`src/rtl/i2c_target_rx_fifo_if.sv`:
```
// ----------------------------------------------------------------------------
// i2c_target_rx_fifo_if
// Valid/ready byte stream from the I2C target receiver to a local consumer.
//   rd_data   8  FIFO head byte, meaningful while rd_valid=1
//   rd_valid  1  FIFO not empty
//   rd_ready  1  consumer pop request; pop when rd_valid & rd_ready
// master: producer (receiver), slave: consumer.
// ----------------------------------------------------------------------------
interface i2c_target_rx_fifo_if;
    logic [7:0] rd_data;
    logic       rd_valid;
    logic       rd_ready;

    modport master (
        output rd_data,
        output rd_valid,
        input  rd_ready
    );

    modport slave (
        input  rd_data,
        input  rd_valid,
        output rd_ready
    );
endinterface

```
`src/rtl/i2c_target_rx_fifo.sv`:
```
// ----------------------------------------------------------------------------
// i2c_target_rx_fifo
// I2C target-side write receiver. Synchronises SCL/SDA, decodes START/STOP,
// matches a 7-bit address (write only), shifts data bytes MSB first, ACKs
// each accepted byte and buffers it in a first-word-fall-through FIFO.
// NACKs (releases SDA) on address mismatch, read request or full FIFO.
// Ports:
//   clk          system clock (>= 8x SCL)
//   rstn         synchronous active-low reset
//   scl_i/sda_i  asynchronous pad inputs
//   sda_oe       1 = pull SDA low (ACK)
//   rd_if        valid/ready consumer stream (master side)
//   fifo_level   current FIFO entry count (0..FIFO_DEPTH)
//   frame_start  1-clk pulse on START / repeated START
//   frame_stop   1-clk pulse on STOP
//   overflow     1-clk pulse when a byte is NACKed because the FIFO is full
// ----------------------------------------------------------------------------
module i2c_target_rx_fifo #(
    parameter logic [6:0]  DEV_ADDR    = 7'h50,
    parameter int unsigned FIFO_DEPTH  = 8,
    parameter int unsigned SYNC_STAGES = 2
) (
    input  logic                          clk,
    input  logic                          rstn,
    input  logic                          scl_i,
    input  logic                          sda_i,
    output logic                          sda_oe,
    i2c_target_rx_fifo_if.master          rd_if,
    output logic [$clog2(FIFO_DEPTH):0]   fifo_level,
    output logic                          frame_start,
    output logic                          frame_stop,
    output logic                          overflow
);

    localparam int unsigned PtrW = $clog2(FIFO_DEPTH);
    localparam int unsigned LvlW = PtrW + 1;

    typedef enum logic [2:0] {
        StIdle,
        StAddr,
        StAddrAck,
        StData,
        StDataAck,
        StIgnore
    } state_e;

    // ------------------------------------------------------------------
    // Input synchronisers; reset to the idle-bus level so reset release
    // never looks like a START.
    // ------------------------------------------------------------------
    logic [SYNC_STAGES-1:0] scl_sync_q, sda_sync_q;
    logic                   scl_prev_q, sda_prev_q;
    logic                   scl_s, sda_s;

    always_ff @(posedge clk) begin
        if (!rstn) begin
            scl_sync_q <= '1;
            sda_sync_q <= '1;
            scl_prev_q <= 1'b1;
            sda_prev_q <= 1'b1;
        end else begin
            scl_sync_q <= {scl_sync_q[SYNC_STAGES-2:0], scl_i};
            sda_sync_q <= {sda_sync_q[SYNC_STAGES-2:0], sda_i};
            scl_prev_q <= scl_sync_q[SYNC_STAGES-1];
            sda_prev_q <= sda_sync_q[SYNC_STAGES-1];
        end
    end

    assign scl_s = scl_sync_q[SYNC_STAGES-1];
    assign sda_s = sda_sync_q[SYNC_STAGES-1];

    logic scl_rise, scl_fall, start_det, stop_det;

    assign scl_rise  = scl_s & ~scl_prev_q;
    assign scl_fall  = ~scl_s & scl_prev_q;
    // SCL must be high on both samples so an SDA move at an SCL edge is not a condition.
    assign start_det = scl_s & scl_prev_q & sda_prev_q & ~sda_s;
    assign stop_det  = scl_s & scl_prev_q & ~sda_prev_q & sda_s;

    // ------------------------------------------------------------------
    // Receive FSM
    // ------------------------------------------------------------------
    state_e     state_q;
    logic [2:0] bit_cnt_q;
    logic [7:0] shift_q, shift_nxt;
    logic       ack_on_q;
    logic       sda_oe_q, frame_start_q, frame_stop_q, overflow_q;

    logic [LvlW-1:0] level_q;
    logic            fifo_full, push, pop, last_bit;

    // Byte as it will look once the current SDA sample lands.
    always_comb begin
        shift_nxt            = shift_q;
        shift_nxt[bit_cnt_q] = sda_s;
    end

    assign fifo_full = (level_q == LvlW'(FIFO_DEPTH));
    assign last_bit  = scl_rise & (bit_cnt_q == 3'd0);
    assign push      = (state_q == StData) & last_bit & ~fifo_full & ~start_det & ~stop_det;

    always_ff @(posedge clk) begin
        if (!rstn) begin
            state_q       <= StIdle;
            bit_cnt_q     <= 3'd7;
            shift_q       <= 8'h00;
            ack_on_q      <= 1'b0;
            sda_oe_q      <= 1'b0;
            frame_start_q <= 1'b0;
            frame_stop_q  <= 1'b0;
            overflow_q    <= 1'b0;
        end else begin
            frame_start_q <= 1'b0;
            frame_stop_q  <= 1'b0;
            overflow_q    <= 1'b0;
            if (stop_det) begin
                state_q      <= StIdle;
                bit_cnt_q    <= 3'd7;
                shift_q      <= 8'h00;
                ack_on_q     <= 1'b0;
                sda_oe_q     <= 1'b0;
                frame_stop_q <= 1'b1;
            end else if (start_det) begin
                state_q       <= StAddr;
                bit_cnt_q     <= 3'd7;
                shift_q       <= 8'h00;
                ack_on_q      <= 1'b0;
                sda_oe_q      <= 1'b0;
                frame_start_q <= 1'b1;
            end else begin
                case (state_q)
                    StAddr: begin
                        if (scl_rise) begin
                            shift_q <= shift_nxt;
                            if (bit_cnt_q == 3'd0) begin
                                bit_cnt_q <= 3'd7;
                                if (shift_nxt[7:1] == DEV_ADDR && !shift_nxt[0]) begin
                                    state_q <= StAddrAck;
                                end else begin
                                    state_q <= StIgnore;
                                end
                            end else begin
                                bit_cnt_q <= bit_cnt_q - 3'd1;
                            end
                        end
                    end
                    StData: begin
                        if (scl_rise) begin
                            shift_q <= shift_nxt;
                            if (bit_cnt_q == 3'd0) begin
                                bit_cnt_q <= 3'd7;
                                if (!fifo_full) begin
                                    state_q <= StDataAck;
                                end else begin
                                    overflow_q <= 1'b1;
                                    state_q    <= StIgnore;
                                end
                            end else begin
                                bit_cnt_q <= bit_cnt_q - 3'd1;
                            end
                        end
                    end
                    // First SCL fall opens the ACK slot, the second one closes it.
                    StAddrAck, StDataAck: begin
                        if (scl_fall) begin
                            if (!ack_on_q) begin
                                ack_on_q <= 1'b1;
                                sda_oe_q <= 1'b1;
                            end else begin
                                ack_on_q  <= 1'b0;
                                sda_oe_q  <= 1'b0;
                                state_q   <= StData;
                                bit_cnt_q <= 3'd7;
                                shift_q   <= 8'h00;
                            end
                        end
                    end
                    StIdle, StIgnore: begin
                        sda_oe_q <= 1'b0;
                    end
                    default: begin
                        state_q  <= StIdle;
                        sda_oe_q <= 1'b0;
                    end
                endcase
            end
        end
    end

    // ------------------------------------------------------------------
    // FWFT FIFO
    // ------------------------------------------------------------------
    logic [7:0]      mem_q [FIFO_DEPTH];
    logic [PtrW-1:0] wr_ptr_q, rd_ptr_q;

    assign pop = rd_if.rd_valid & rd_if.rd_ready;

    always_ff @(posedge clk) begin
        if (rstn && push) begin
            mem_q[wr_ptr_q] <= shift_nxt;
        end
    end

    always_ff @(posedge clk) begin
        if (!rstn) begin
            wr_ptr_q <= '0;
            rd_ptr_q <= '0;
            level_q  <= '0;
        end else begin
            if (push) begin
                wr_ptr_q <= wr_ptr_q + PtrW'(1);
            end
            if (pop) begin
                rd_ptr_q <= rd_ptr_q + PtrW'(1);
            end
            case ({push, pop})
                2'b10:   level_q <= level_q + LvlW'(1);
                2'b01:   level_q <= level_q - LvlW'(1);
                default: level_q <= level_q;
            endcase
        end
    end

    assign rd_if.rd_valid = (level_q != '0);
    assign rd_if.rd_data  = rd_if.rd_valid ? mem_q[rd_ptr_q] : 8'h00;
    assign fifo_level     = level_q;
    assign sda_oe         = sda_oe_q;
    assign frame_start    = frame_start_q;
    assign frame_stop     = frame_stop_q;
    assign overflow       = overflow_q;

endmodule

```
`src/flat_wrapper.sv`:
```
// flat-port wrapper written by rule: the top's interface ports become plain ports
module i2c_target_rx_fifo_flat 
#(
    parameter logic [6:0]  DEV_ADDR    = 7'h50,
    parameter int unsigned FIFO_DEPTH  = 8,
    parameter int unsigned SYNC_STAGES = 2
)
  (clk, rstn, scl_i, sda_i, sda_oe, fifo_level, frame_start, frame_stop, overflow, rd_if_rd_data, rd_if_rd_valid, rd_if_rd_ready);
  i2c_target_rx_fifo_if rd_if_i ();
  input  logic clk;
  input  logic rstn;
  input  logic scl_i;
  input  logic sda_i;
  output logic sda_oe;
  output logic [$clog2(FIFO_DEPTH):0] fifo_level;
  output logic frame_start;
  output logic frame_stop;
  output logic overflow;
  output wire logic [$bits(rd_if_i.rd_data)-1:0] rd_if_rd_data;
  output wire logic [$bits(rd_if_i.rd_valid)-1:0] rd_if_rd_valid;
  input wire logic [$bits(rd_if_i.rd_ready)-1:0] rd_if_rd_ready;
  assign rd_if_rd_data = rd_if_i.rd_data;
  assign rd_if_rd_valid = rd_if_i.rd_valid;
  assign rd_if_i.rd_ready = rd_if_rd_ready;
  i2c_target_rx_fifo #(.DEV_ADDR(DEV_ADDR), .FIFO_DEPTH(FIFO_DEPTH), .SYNC_STAGES(SYNC_STAGES)) u_core (.clk(clk), .rstn(rstn), .scl_i(scl_i), .sda_i(sda_i), .sda_oe(sda_oe), .rd_if(rd_if_i), .fifo_level(fifo_level), .frame_start(frame_start), .frame_stop(frame_stop), .overflow(overflow));
endmodule
```
`config.mk`:
```
export PLATFORM = sky130hd
export DESIGN_NAME = i2c_target_rx_fifo_flat
export DESIGN_NICKNAME = d
export VERILOG_FILES = /design/src/rtl/i2c_target_rx_fifo_if.sv /design/src/rtl/i2c_target_rx_fifo.sv /design/src/flat_wrapper.sv
export SDC_FILE = /design/constraint.sdc
export NUM_CORES = 1
export LEC_CHECK = 0
export CAP_MARGIN = 20
export CORE_UTILIZATION = 56
export CTS_CLUSTER_SIZE = 40
export DETAILED_ROUTE_END_ITERATION = 8
export GPL_ROUTABILITY_DRIVEN = 0
export PLACE_DENSITY = 0.75
export SLEW_MARGIN = 20
export SYNTH_ARGS = -nofsm -noshare
export SYNTH_HDL_FRONTEND = slang
export SYNTH_SLANG_ARGS = --single-unit
```
`constraint.sdc`:
```
create_clock -name clk -period 7.25 [get_ports clk]
set_clock_uncertainty 0.15 [all_clocks]
set_input_delay 1.45 -clock clk [delete_from_list [all_inputs] [get_ports clk]]
set_output_delay 1.45 -clock clk [all_outputs]
set_load 0.005 [all_outputs]
```
==> flow_summary.toml, run 1 <==
[logic_synthesis]
syn_inst = 356
syn_area_sq_mm = 0.004538
synth-edff-count = 64
synth_common_cells = "edfxtp_1, dfxtp_1, nor2_1"
seq_area_frac_synth_pct = 59.11
synth_area_leaders = "edfxtp_1, dfxtp_1, mux4_2"
synth_nets = 367
syn_area_per_cell_sq_um = 12.75
synthArstFlopShare_pct = 0
synth.distinct_cells = 55
synthFlopType = "edfxtp_1"
ys_ff_latch = 102
synth_top_area_share_pct = 42.35
yosys_warnings = 0
yosysTopAreaCell = "edfxtp_1"
yosysMostFrequentCell = "edfxtp_1"

[final_layout]
final_area_sq_mm = 0.005026
layout.nets = 385
drive_above_1_share_pct = 15.57
fill_cells = 586
fin_util_pct = 64.71
diodes = 0
area_delta_synth_final_pct = 10.75
fin_cells = 481

[drt]
vias_per_cell = 5.815
initialDrtViolationCount = 185
routed_wl_mm = 8.430
dr.pass1.iters = 5
antenna_left = 0
route.detailed.drc = 0
routedWlPerCell_microns = 17.53
vias = 2797

[timing]
hold_viol_final = 0
rsz0062_at_grt = "false"
setup_tns_ps = 0
period_minus_slack_ps = 4007
slew_violations = 0
min_period_over_period_pct = 55.26
max_freq_mhz = 249.6
worst_slack_ps = 3243
worstMarginPinSlew_ps = 973.9
slew_headroom_pct = 34.39
setup_viol = 0
finalHoldWorstSlack_ps = 267.2

[worst_hold_path]
holdPathEnd = "u_core.sda_sync_q[1]"
hold_start = "u_core.sda_sync_q[0]"
whs_path_depth = 1
hold_class = "reg -> reg"

[power]
p_leak_nw = 1.755
power_density_mw_per_mm2 = 198.3
total_power_uw = 996.9
peakVddDrop_mv = 0.1215

[clock_network]
cts_setup_buffers = 0
clock-sinks = 102
cts_root_buf = "clkbuf_8"
ctsHtreeMaxLevel = 3
cts_made_buffers = 9
clk_pin_slew_ps = 100
ctsHoldBuffers = 0
cts_tree = "built"
clk_latency_ps = 350
clk_path_buf_depth = 2
ctsResizeCount = 0

[floorplanning]
ios = 22
fp-row-count = 32
start_util_pct = 58.42
dieHeight_microns = 92.02
core-area_sq_mm = 0.007767
die_w_microns = 92.02
dieArea_sq_mm = 0.008468

[setup_path]
rr_startpoint = "u_core.bit_cnt_q[0]"
critical_path_class = "reg -> out"
rr_worst_depth = 11
worst_ep_required_time_ps = 5650
worst_setup_path_start_kind = "register"
reg2reg_to = "u_core.fifo_level[2]"
critPathMaxFanout = 16
reg2reg_slack_ps = 4040
cp.arrival_ps = 2410
end_kind = "primary output"

[global_route]
grt_pass1_vias = 2658
grt_pass1_wl_mm = 13.65
grt_antenna_before_repair = 0
grt_remaining_overflow = 0
grt_usage_pct = 21.23
grt_max_degree = 19

[placement]
placed_area_sq_mm = 0.004811
pre_cts_slack_ps = 3285
dp_hpwl_mm = 5.451
place_inst = 465
port_buffers = 21

[job]
max-cap-violations = 0

[run_status]
status = "finished clean"
routing by layer:
metal / wire (microns) / GRT usage, % / part of all wire [%] / vias to the layer above
met5: 0 / 0 / 0 / -
met4: 110 / 6.510 / 1.3 / 0
met3: 343 / 2.985 / 4.1 / 11
met2: 4125 / 34.89 / 49 / 63
met1: 3851 / 29.48 / 46 / 1377
li1: - / - / - / 1346
report_power, final:
| part | leakage (nW) | total [mW] | switching (mW) | internal [mW] |
|---|---|---|---|---|
| combinational | 0.705 | 0.0150 | 0.00876 | 0.00628 |
| sequential | 0.939 | 0.613 | 0.00235 | 0.611 |
| clock | 0.110 | 0.368 | 0.191 | 0.178 |
worst max-delay path by stage:
stage	end	depth (start not counted)	startpoint	slack [ps]
3_5_place_dp	rd_if_rd_data[0]	4	register	3290
5_1_grt	rd_if_rd_data[0]	4	register	3100
4_1_cts	rd_if_rd_data[0]	4	register	2810
6_report	rd_if_rd_data[0]	4	register	3240
3_3_place_gp	rd_if_rd_data[0]	4	register	3290
2_1_floorplan	u_core.mem_q[1][0]	3	rstn	4080
registers in the layout, indices dropped and copies added, names as in the netlist, named ones only:
register	cells
u_core.fifo_level	4
u_core.sda_sync_q	2
u_core.mem_q	64
u_core.overflow	1
u_core.scl_sync_q	2
u_core.bit_cnt_q	3
u_core.shift_q	8
u_core.state_q	3
u_core.rd_ptr_q	3
u_core.ack_on_q	1
u_core.frame_start	1
u_core.frame_stop	1
u_core.wr_ptr_q	3
u_core.sda_oe	1
u_core.sda_prev_q	1
u_core.scl_prev_q	1
critical path, cell delays in order (launching register included):
cell and delay (ps):
dfxtp_2 710, mux4_2 610, mux2i_1 200, nor2_1 60
clkdlybuf4s50_1 460
cells in the final DEF (no fill, tap or decap), types with 2 or more instances in the layout:
cell	n
edfxtp_1	64
dfxtp_1	37
nor2_1	32
nand2_1	29
clkdlybuf4s50_1	21
a21oi_1	18
mux4_2	16
nand3_1	14
nand2b_1	14
mux2i_1	13
clkbuf_8	10
nor3_1	9
o21ai_0	8
mux2_2	7
ha_1	6
buf_4	6
inv_1	5
nand3b_1	5
nor4_1	5
nor2b_1	4
xor2_1	4
xnor2_1	4
and3_1	3
inv_2	2
nor3_2	2
and3b_1	2
o21a_1	2
a21o_1	2
o21ai_1	2
nor3b_1	2
clkbuf_16	2
kinds of logic after synthesis:
family                   synth area share, %
buffers and inverters                  3.226
AO/OA/AOI/OAI                          5.900
flip-flops                             59.11
multiplexers                           12.54
AND/OR/NAND/NOR                        16.02
adder cells (fa/ha/maj)                1.654
XOR/XNOR                               1.544
area by class of cell:
class | count | area [sq um] | area share [%]
multi-input combinational | 227 | 1719 | 34.20
tap | 102 | 127.6 | 2.539
clock buffer | 13 | 191.4 | 3.809
timing repair buffer | 27 | 255.2 | 5.078
inverter | 7 | 26.28 | 0.5228
sequential | 102 | 2684 | 53.40
clock inverter | 3 | 22.52 | 0.4481
No activity file was read; power rests on OpenSTA's default activity.
==> run 2, diff against run 1 <==
CORE_UTILIZATION = 54   (was 56)
clock period = 3.4 ns   (was 7.25 ns; I/O delays follow)
==> run 2 against run 1 <==
Against the previous run:
- register-to-register slack got worse by 3400 ps
- non-clock buffer count increased by 8
- sequential cell count stayed put
- total power grew 100%
- critical path depth is 1 higher
- design area rose by 0.27%
- clock-buffer cell count down 2
- die area up 3.6%
- critical endpoint is now rd_if_rd_data[4]
- largest power group unchanged
==> flow_summary.toml, run 2 (synthesis gave the netlist of run 1 again) <==
[drt]
initialDrtViolationCount = 181
route.detailed.drc = 0
routedWlPerCell_microns = 17.06
vias_per_cell = 5.634
vias = 2772
dr.pass1.iters = 4
routed_wl_mm = 8.395
antenna_left = 0

[global_route]
grt_pass1_wl_mm = 13.84
grt_max_degree = 19
grt_remaining_overflow = 0
grt_antenna_before_repair = 0
grt_usage_pct = 21.33
grt_pass1_vias = 2725

[timing]
max_freq_mhz = 328.0
setup_tns_ps = 0
slew_headroom_pct = 34.81
setup_viol = 0
rsz0062_at_grt = "false"
hold_viol_final = 0
period_minus_slack_ps = 3049
slew_violations = 0
min_period_over_period_pct = 89.68
worstMarginPinSlew_ps = 967.7
worst_slack_ps = 350.8

[setup_path]
critPathBufInv = 2
reg2reg_slack_ps = 630
critPathMaxFanout = 16
worst_ep_required_time_ps = 2570
rr_worst_depth = 11
slowest_delay_ps = 560
reg2reg_to = "u_core.fifo_level[2]"
cp.arrival_ps = 2220
crit_family = "multiplexers"
critical_path_class = "reg -> out"
end_kind = "primary output"
crit_chain = "buf_4 -> mux4_2 -> mux2i_1 -> nor2_1 -> clkdlybuf4s50_1"
cp_slowest_cell = "mux4_2"
rr_startpoint = "u_core.bit_cnt_q[0]"
worst_setup_path_start_kind = "register"

[floorplanning]
dieArea_sq_mm = 0.008774
start_util_pct = 55.51
die_w_microns = 93.67
fp-row-count = 33
dieHeight_microns = 93.67
ios = 22
core-area_sq_mm = 0.008175

[final_layout]
layout.nets = 393
layout_common_cells = "edfxtp_1, dfxtp_1, nor2_1, nand2_1, clkdlybuf4s50_1"
largest_reg_flops = 64
layout_commonest_cell = "edfxtp_1"
area_delta_synth_final_pct = 11.06
regMostFlops = "u_core.mem_q"
fill_cells = 632
diodes = 0
drive_above_1_share_pct = 16.28
final_area_sq_mm = 0.005040

[placement]
dp_hpwl_mm = 5.581
port_buffers = 21
pre_cts_slack_ps = 622.5
placed_area_sq_mm = 0.004865

[worst_hold_path]
hold_class = "reg -> reg"
holdPathEnd = "u_core.sda_sync_q[1]"
whs_path_depth = 1
hold_start = "u_core.sda_sync_q[0]"

[clock_network]
clock-sinks = 102
ctsHtreeMaxLevel = 3
cts_tree = "built"
ctsHoldBuffers = 0
cts_setup_buffers = 0
clk_latency_ps = 370
ctsResizeCount = 0
cts_made_buffers = 9
cts_root_buf = "clkbuf_8"
clk_pin_slew_ps = 100
clk_path_buf_depth = 2

[power]
combPwrFrac_pct = 1.6
power_density_mw_per_mm2 = 405.1
p_leak_nw = 1.776
switching_share_pct = 21.38
pwr-share-seq_pct = 64.1
internal-power_mw = 1.605
p_clk_share_pct = 34.3
p_switching_uw = 436.6
peakVddDrop_mv = 0.2182

[run_status]
status = "finished clean"

[job]
max-cap-violations = 0
==> run 2: worst max-delay path by stage <==
stage	slack, ps	cells after the start	to	from
after floorplan	720	6	u_core.mem_q[0][0]	u_core.bit_cnt_q[0]
after global placement	690	9	u_core.fifo_level[2]	rd_if_rd_ready
after detailed placement	620	9	u_core.fifo_level[2]	rd_if_rd_ready
after CTS	290	5	rd_if_rd_data[4]	register
after global routing	220	5	rd_if_rd_data[6]	register
final	350	5	rd_if_rd_data[4]	register
==> run 2: metal layers <==
layer	routed length [microns]	track usage, %
met2	4233	35.85
met5	0	0
met4	99	7.436
met3	235	3.964
met1	3827	27.85
==> run 2: final cells by class <==
cell class | count | area (sq um) | share of cell area, %
Clock inverter | 5 | 33.78 | 0.6703
Sequential cell | 102 | 2683 | 53.23
Tap cell | 105 | 131.4 | 2.607
Multi-Input combinational cell | 227 | 1709 | 33.91
Timing Repair Buffer | 35 | 315.3 | 6.256
Inverter | 7 | 26.28 | 0.5214
Clock buffer | 11 | 141.4 | 2.805
==> run 2: power groups by stage <==
| stage | combinational, mW | clock [mW] | sequential (mW) |
|---|---|---|---|
| floorplan | 0.0203 | 0 | 1.33 |
| global placement | 0.0323 | 0 | 1.34 |
| detailed placement | 0.0329 | 0 | 1.34 |
| CTS | 0.0331 | 0.712 | 1.31 |
| global route | 0.0365 | 0.766 | 1.31 |
| finish | 0.0330 | 0.701 | 1.31 |
==> run 2: through the flow <==
stage / total power, mW / std cells / utilization (%) / hold WS, ps
2_1_floorplan: 1.355 / 356 / - / 236.3
3_5_place_dp: 1.370 / 476 / 59.50 / 246.8
4_1_cts: 2.053 / 492 / 61.65 / 270.7
5_1_grt: 2.112 / 492 / 61.65 / 305.7
6_report: 2.042 / 492 / 61.65 / 264.9
3_3_place_gp: 1.369 / 476 / 59.50 / 242.3
==> run 2: worst reg2reg max path, cell delays in order (launching register included) <==
cell and delay, ps:
dfxtp_1 450, inv_1 200, ha_1 250, nand4bb_4 130
a211oi_2 210, inv_2 110, ha_1 270, xor2_1 160
ha_1 190, a31oi_1 170, mux2i_1 240, mux2i_1 190
==> run 3, diff against run 2 <==
CORE_MARGIN = 3   (was default)
==> run 3 against run 2 <==
Against the previous run:
- sequential cell count stayed put
- die area is 8.7% higher
- non-clock buffer count is 1 higher
- largest power group unchanged
- register-to-register slack worse by 30 ps
- critical path type unchanged
- clock-buffer cell count is 1 lower
- via count is 0.72% higher
- final cell count is 0.41% lower
- total power is 2.9% higher
- sequential power hardly changed
- worst hold slack worse by 0.96 ps
- worst setup slack worse by 5.0 ps
==> flow_summary.toml, run 3 (synthesis gave the netlist of run 1 again) <==
[global_route]
grt_pass1_vias = 2602
grt_antenna_before_repair = 0
grt_remaining_overflow = 0
grt_max_degree = 19
grt_usage_pct = 18.27
grt_pass1_wl_mm = 13.52

[setup_path]
rr_startpoint = "u_core.bit_cnt_q[0]"
reg2reg_slack_ps = 600
cp_slowest_cell = "mux4_2"
end_kind = "primary output"
slowest_delay_ps = 540
reg2reg_to = "u_core.fifo_level[2]"
critPathMaxFanout = 16
crit_chain = "buf_4 -> mux4_2 -> mux2i_1 -> nor2_1 -> clkdlybuf4s50_1"
crit_end = "rd_if_rd_data[4]"
cp_num_cells = 5
worst_setup_path_start_kind = "register"
cp.arrival_ps = 2220
worst_ep_required_time_ps = 2570
critPathBufInv = 2
rr_worst_depth = 12
crit_family = "buffers and inverters"
critical_path_class = "reg -> out"

[timing]
slew_headroom_pct = 34.23
setup_tns_ps = 0
worst_slack_ps = 345.8
setup_viol = 0
period_minus_slack_ps = 3054
worstMarginPinSlew_ps = 976.2
slew_violations = 0
max_freq_mhz = 327.4
min_period_over_period_pct = 89.83
hold_viol_final = 0
rsz0062_at_grt = "false"

[drt]
route.detailed.drc = 0
dr.pass1.iters = 4
initialDrtViolationCount = 124
routedWlPerCell_microns = 17.04
antenna_left = 0
vias = 2792
routed_wl_mm = 8.350
vias_per_cell = 5.698

[job]
max-cap-violations = 0

[placement]
port_buffers = 21
dp_hpwl_mm = 5.655
pre_cts_slack_ps = 614.5

[final_layout]
fill_cells = 609
drive_above_1_share_pct = 16.75
diodes = 0
area_delta_synth_final_pct = 11.61
layout.nets = 394
largest_reg_flops = 64
layout_commonest_cell = "edfxtp_1"
regMostFlops = "u_core.mem_q"
layout_common_cells = "edfxtp_1, dfxtp_1, nor2_1, nand2_1, clkdlybuf4s50_1"

[floorplanning]
die_w_microns = 97.67
dieHeight_microns = 97.67
core-area_sq_mm = 0.007928
ios = 22
fp-row-count = 32
dieArea_sq_mm = 0.009539
start_util_pct = 57.24

[clock_network]
ctsResizeCount = 0
ctsHoldBuffers = 0
cts_made_buffers = 9
cts_tree = "built"
cts_setup_buffers = 0
clock-sinks = 102
clk_pin_slew_ps = 100
cts_root_buf = "clkbuf_8"
ctsHtreeMaxLevel = 3
clk_path_buf_depth = 2
clk_latency_ps = 360

[worst_hold_path]
hold_class = "reg -> reg"

[power]
total_power_mw = 2.102
p_leak_nw = 1.787
peakVddDrop_mv = 0.2141
power_density_mw_per_mm2 = 414.9

[run_status]
status = "finished clean"
==> run 3: worst min-delay path by stage <==
stage	slack (ps)	cells after the start	end	startpoint
4_1_cts	270	1	u_core.sda_sync_q[1]	u_core.sda_sync_q[0]
6_report	260	1	u_core.sda_sync_q[1]	u_core.sda_sync_q[0]
3_3_place_gp	240	1	u_core.sda_sync_q[1]	u_core.sda_sync_q[0]
3_5_place_dp	240	1	u_core.sda_sync_q[1]	u_core.sda_sync_q[0]
5_1_grt	290	1	u_core.sda_sync_q[1]	u_core.sda_sync_q[0]
2_1_floorplan	240	1	u_core.scl_sync_q[1]	u_core.scl_sync_q[0]
==> run 3: layout make-up <==
type / count / area [sq um] / share of cell area, %
flip-flops and latches: 102 / 2683 / 52.96
multi-input cells: 227 / 1709 / 33.75
repair buffers: 36 / 322.8 / 6.374
clock buffers: 10 / 127.6 / 2.520
well taps: 102 / 127.6 / 2.520
clock inverters: 6 / 68.82 / 1.359
inverters: 7 / 26.28 / 0.5188
==> run 3: power by group <==
part	internal, mW	switching (mW)
Combinational	0.0142	0.0188
Sequential	1.30	0.00533
Clock	0.346	0.414
Total	1.66	0.438
==> run 3: through the flow <==
step                      cell area [sq um]  utilization (%)  instances  hold WS (ps)
after floorplan                        4538                -        356         236.3
after global placement                 4868            61.41        474         241.6
after detailed placement               4868            61.41        474         241.7
after CTS                              5065            63.89        490         265.4
after global routing                   5065            63.89        490         289.1
final                                  5065            63.89        490         264.0
==> run 3: worst register-to-register path: cells and delay by family, from the launching register on <==
| family | cells | cell delay, ps |
|---|---|---|
| AO/OA/AOI/OAI | 2 | 210 |
| XOR/XNOR | 1 | 100 |
| adder cells (fa/ha/maj) | 3 | 730 |
| buffers and inverters | 3 | 440 |
| flip-flops | 1 | 570 |
| multiplexers | 2 | 430 |
| AND/OR/NAND/NOR | 1 | 120 |
==> run 3: per-layer routing <==
metal	global-route usage (%)	wire [microns]
met1	25.37	3770
met2	29.20	4125
met3	2.800	335
met4	6.816	118
met5	0	0
